## src/rtl/ecc55_pkg.sv

```systemverilog
// Shared constants and types for the 55-bit SECDED encoder/decoder pair.
package ecc55_pkg;

    localparam int unsigned DATA_WIDTH   = 55;
    localparam int unsigned PARITY_WIDTH = 7;
    localparam int unsigned HAM_WIDTH    = 6;
    localparam int unsigned POS_WIDTH    = 6;

    typedef logic [HAM_WIDTH-1:0][DATA_WIDTH-1:0] h_matrix_t;

    // Data bit i sits at the i-th non-power-of-two codeword position starting at 3.
    function automatic h_matrix_t build_h();
        h_matrix_t   h;
        int unsigned pos;
        h   = '0;
        pos = 3;
        for (int unsigned i = 0; i < DATA_WIDTH; i++) begin
            while ((pos & (pos - 1)) == 0) pos++;
            for (int unsigned j = 0; j < HAM_WIDTH; j++) h[j][i] = pos[j];
            pos++;
        end
        return h;
    endfunction

    localparam h_matrix_t ECC55_H = build_h();

    typedef enum logic [1:0] {
        IDLE  = 2'd0,
        ARM_S = 2'd1,
        ARM_D = 2'd2
    } inj_state_t;

endpackage

```

## src/rtl/ecc_55_enc.sv

```systemverilog
// Combinational SECDED parity generator for one 55-bit beat.
module ecc_55_enc
    import ecc55_pkg::*;
(
    input  logic [DATA_WIDTH-1:0]   data_in,
    input  logic                    bypass,
    output logic [PARITY_WIDTH-1:0] parity_out
);

    logic [HAM_WIDTH-1:0] ham;

    always_comb begin
        ham        = '0;
        parity_out = '0;
        for (int unsigned j = 0; j < HAM_WIDTH; j++) ham[j] = ^(data_in & ECC55_H[j]);
        if (!bypass) parity_out = {(^data_in) ^ (^ham), ham};
    end

endmodule

```

## src/rtl/ecc_55_enc_fault_detc_wr.sv

```systemverilog
// Write-path SECDED encoder with lockstep fault detection, one-entry output
// stage and an error-injection FSM that corrupts data after encoding.
module ecc_55_enc_fault_detc_wr
    import ecc55_pkg::*;
#(
    parameter int unsigned CNT_WIDTH = 8
) (
    input  logic                    clk,
    input  logic                    rst_n,
    input  logic                    ecc_fault_detc_en,
    input  logic                    bypass,
    input  logic                    in_valid,
    output logic                    in_ready,
    input  logic [DATA_WIDTH-1:0]   data_in,
    output logic                    out_valid,
    input  logic                    out_ready,
    output logic [DATA_WIDTH-1:0]   data_out,
    output logic [PARITY_WIDTH-1:0] parity_out,
    output logic                    out_fault,
    output logic                    ecc_fault,
    input  logic                    fault_clr,
    output logic [CNT_WIDTH-1:0]    fault_cnt,
    input  logic                    inj_sbit_req,
    input  logic                    inj_dbit_req,
    input  logic [POS_WIDTH-1:0]    inj_pos,
    output logic                    inj_busy
);

    localparam logic [POS_WIDTH-1:0] LAST_POS = POS_WIDTH'(DATA_WIDTH - 1);

    logic [PARITY_WIDTH-1:0] parity0;
    logic [PARITY_WIDTH-1:0] parity1;
    logic                    accept;
    logic                    beat_fault;
    logic [POS_WIDTH-1:0]    pos_lo;
    logic [POS_WIDTH-1:0]    pos_hi;
    logic [DATA_WIDTH-1:0]   flip_mask;
    inj_state_t              state;
    inj_state_t              state_next;

    ecc_55_enc u0 (.data_in(data_in), .bypass(bypass), .parity_out(parity0));
    ecc_55_enc u1 (.data_in(data_in), .bypass(bypass), .parity_out(parity1));

    assign in_ready   = ~out_valid | out_ready;
    assign accept     = in_valid & in_ready;
    assign beat_fault = (parity0 != parity1) & ecc_fault_detc_en & ~bypass;
    assign inj_busy   = (state != IDLE);

    // Flip positions; the double flip wraps from bit 54 to bit 0.
    always_comb begin
        pos_lo    = (inj_pos <= LAST_POS) ? inj_pos : '0;
        pos_hi    = (pos_lo == LAST_POS) ? '0 : pos_lo + POS_WIDTH'(1);
        flip_mask = '0;
        case (state)
            ARM_S:   flip_mask = DATA_WIDTH'(1) << pos_lo;
            ARM_D:   flip_mask = (DATA_WIDTH'(1) << pos_lo) | (DATA_WIDTH'(1) << pos_hi);
            default: flip_mask = '0;
        endcase
    end

    always_ff @(posedge clk or negedge rst_n) begin
        if (!rst_n) state <= IDLE;
        else        state <= state_next;
    end

    // Double-bit request wins a tie; requests while armed are dropped.
    always_comb begin
        state_next = state;
        case (state)
            IDLE: begin
                if (inj_dbit_req)      state_next = ARM_D;
                else if (inj_sbit_req) state_next = ARM_S;
            end
            ARM_S, ARM_D: begin
                if (accept) state_next = IDLE;
            end
            default: state_next = IDLE;
        endcase
    end

    always_ff @(posedge clk or negedge rst_n) begin
        if (!rst_n) begin
            out_valid  <= 1'b0;
            data_out   <= '0;
            parity_out <= '0;
            out_fault  <= 1'b0;
        end else if (accept) begin
            out_valid  <= 1'b1;
            data_out   <= data_in ^ flip_mask;
            parity_out <= parity0;
            out_fault  <= beat_fault;
        end else if (out_ready) begin
            out_valid  <= 1'b0;
        end
    end

    // Sticky flag and saturating counter; clear beats a same-cycle fault.
    always_ff @(posedge clk or negedge rst_n) begin
        if (!rst_n) begin
            ecc_fault <= 1'b0;
            fault_cnt <= '0;
        end else if (fault_clr) begin
            ecc_fault <= 1'b0;
            fault_cnt <= '0;
        end else if (accept && beat_fault) begin
            ecc_fault <= 1'b1;
            if (fault_cnt != '1) fault_cnt <= fault_cnt + CNT_WIDTH'(1);
        end
    end

endmodule

```

## config.mk

```make
export PLATFORM = sky130hd
export DESIGN_NAME = ecc_55_enc_fault_detc_wr
export DESIGN_NICKNAME = d
export VERILOG_FILES = /design/src/rtl/ecc55_pkg.sv /design/src/rtl/ecc_55_enc.sv /design/src/rtl/ecc_55_enc_fault_detc_wr.sv
export SDC_FILE = /design/constraint.sdc
export NUM_CORES = 1
export LEC_CHECK = 0
export CAP_MARGIN = 0
export CORE_MARGIN = 4
export CORE_UTILIZATION = 55
export DETAILED_ROUTE_END_ITERATION = 8
export GPL_TIMING_DRIVEN = 0
export PLACE_DENSITY_LB_ADDON = 0.1
export SYNTH_ARGS = -nofsm -noshare
export SYNTH_HDL_FRONTEND = slang
export SYNTH_HIERARCHICAL = 1
export SYNTH_SLANG_ARGS = --single-unit
```

## constraint.sdc

```tcl
create_clock -name clk -period 2.45 [get_ports clk]
set_input_delay 0.49 -clock clk [delete_from_list [all_inputs] [get_ports clk]]
set_output_delay 0.49 -clock clk [all_outputs]
set_load 0.01 [all_outputs]
```

==> metrics.cfg <==
[yosys]
yosysTopAreaCell = dfrtp_1
ys_async_sr_fraction = 1.00
syn_area_per_cell_um2 = 8.59
synth_cell_type_count = 75
synth_seq_cells = 75
ys_seq_area_frac = 0.237
synth-edff-count = 0
synthesis.nets = 1002
yosysWarnings = 6
syn_inst = 922
syn-cell-area_um2 = 7920
synth_area_leaders = dfrtp_1 24%, xnor2_1 15%, xnor3_1 5.1%
synth_top_area_frac = 0.237
synth_ff_type = dfrtp_1

[job]
drv_cap = 0

[final_layout]
layout_commonest_cell = buf_4
layout_common_cells = 89 x buf_4, 84 x xnor2_1, 81 x clkdlybuf4s50_1, 76 x nor2_1, 75 x dfrtp_1
fin_nets = 1253
syn_to_final_growth_pct = 57.2
drive_gt1_frac = 0.349
diodes = 0
final_util = 0.890
layout.cells.non_filler = 1358

[route]
route.vias.total = 9971
wl_met3_mm = 5.79
top_layer_used = met5
dr.first_iter.drc_count = 1687
wire_per_inst_um = 30.5
firstDrtPassIters = 9
drc = 0
wl_met1_mm = 13.7
drt-total-wl_mm = 41.4
ant_nets = 0
drt-vias-per-instance = 7.34
met2WireLength_mm = 18.0

[setup_path]
r2r_cells = 6
start_kind = input port
r2r_slack_ps = -560
path_class = in2reg
rr_startpoint = state[1]
r2r-end = data_out[32]
critPathCaptureType = register
required_ps = 2730
crit_path_max_fanout = 5
arrival_ps = 4540

[global_routing]
grt_usage = 0.430
grt_pass1_vias = 9227
antenna_found_initial = 3
overflow = 0
grt_pass1_wl_mm = 53.7
grt_start_max_net_pins = 59

[sta]
finalHoldViolations = 0
setup_viol = 65
maxSlewViolCount = 0
max_freq_mhz = 235
rsz0062_at_grt = yes
tns_ps = -27580
relSlewSlack = 0.282
fin_skew_ps = 12.0
final.period_utilization = 1.74
min_period_ps = 4260
worst_pin_slew_ps = 1070
setup_ws_ps = -1810
hold_slack_ps = 13.1

[run_status]
status = complete, but fails checks
violations = negative setup slack

[clocking]
clock-sinks = 75
clk_transition_reported_paths_ps = 80
clock-root-buffer = clkbuf_16
cts_tree = done
clockBufferDepth = 2
htreeDepth = 3
cts_buffers = 9
clock_latency_ps = 360

[floorplanning]
io_pins = 145
start_util = 0.566
fp.dieW_um = 128
dieArea_um2 = 16400
core_region_area_um2 = 14000
std_cell_rows = 43
die_y_um = 128

[hold_path]
min_path_type = in2async

[place]
numPortBuffers = 140
gp_congestion = 0.996
dpl.cell_count = 1243
dp_hpwl_mm = 22.6

[power]
leakagePower_nw = 5.04
fin_total_pwr_mw = 11.1
power_density_nw_per_um2 = 889
ir_worst_vdd_mv = 0.796

## where the power goes
group	switching [mW]	leakage [nW]	internal (mW)
Sequential	0.195	0.890	1.48
Clock	0.671	0.146	0.829
Combinational	4.24	4.01	3.64
## worst max-delay path: stages
cell	delay, ps
buf_4	150
xnor3_1	460
xor2_1	200
xnor2_2	330
xnor3_1	420
nor2_1	300
xor2_1	590
nor4_2	180
a2111oi_4	420
buf_4	220
o21ai_4	70
or4_1	530
a21oi_1	160
## stage by stage
stage	cell area, µm²	worst slack, ps
floorplan	8250	-1300
global placement	9880	-2520
detailed placement	9900	-2620
CTS	11700	-1240
global route	12400	-1710
finish	12400	-1810
## Yosys cell counts, types with 4 or more instances
cell type / n
nand2b_1: 5
o21ai_1: 5
o31ai_1: 7
nand4_1: 7
o21a_1: 9
xnor3_1: 18
nand2_1: 73
nor2b_1: 5
nor2_1: 81
dfrtp_1: 75
inv_1: 16
a21bo_2: 4
nand3_1: 21
mux2i_1: 15
clkbuf_1: 36
xnor2_2: 8
xor2_1: 45
and2_1: 4
buf_2: 11
nor3_1: 43
a221oi_1: 12
a21o_1: 4
buf_1: 5
or3_1: 37
a211o_1: 6
a21oi_1: 9
nor4_1: 5
xnor2_1: 140
o21ai_0: 38
xnor2_4: 4
o22ai_1: 6
a31oi_1: 62
o211ai_1: 5
ha_1: 10
and3_1: 30
## flip-flops by register name (all words and copies together) (netlist names)
| register | count |
|---|---|
| data_out | 55 |
| ecc_fault | 1 |
| fault_cnt | 8 |
| out_fault | 1 |
| out_valid | 1 |
| parity_out | 7 |
| state | 2 |
## kinds of logic (layout without fill, tap and decap cells)
group / count (synthesis) / after routing / synth area share
flops: 75 / 75 / 0.237
simple gates: 330 / 330 / 0.208
mux: 15 / 15 / 0.0190
compound gates: 200 / 200 / 0.183
buf+inv: 73 / 329 / 0.0397
fa+ha+maj: 10 / 10 / 0.0158
xor+xnor: 219 / 219 / 0.297
## final cells by class
class,count,area (µm²)
Multi-Input combinational cell,774,7330
Timing Repair Buffer,244,2310
Sequential cell,75,1880
Fill cell,623,1540
Buffer,53,332
Clock buffer,10,239
Tap cell,180,225
Clock inverter,6,71.3
Inverter,16,63.8
## how the worst max path moves through the flow
stage | start | end | slack (ps) | cells past startpoint
3_5_place_dp | data_in[10] | fault_cnt[3] | -2620 | 14
3_3_place_gp | data_in[54] | fault_cnt[3] | -2520 | 14
2_1_floorplan | data_in[53] | fault_cnt[3] | -1300 | 13
5_1_grt | data_in[11] | fault_cnt[7] | -1710 | 13
4_1_cts | data_in[46] | fault_cnt[7] | -1240 | 15
6_report | data_in[11] | fault_cnt[7] | -1810 | 13
## routing by layer
layer,up-vias,GRT usage
li1,3833,-
met1,4678,0.540
met2,1054,0.683
met3,404,0.0888
met4,2,0.258
met5,-,0
## repair_timing
action / in CTS / in global routing
hold buffers: 0 / 0
pin swaps: 110 / 83
setup buffers: 69 / 38
setup endpoints to repair: 72 / 74
gates cloned: 3 / 0
gates resized for setup: 474 / 130
(Power assumes the default switching activity.)
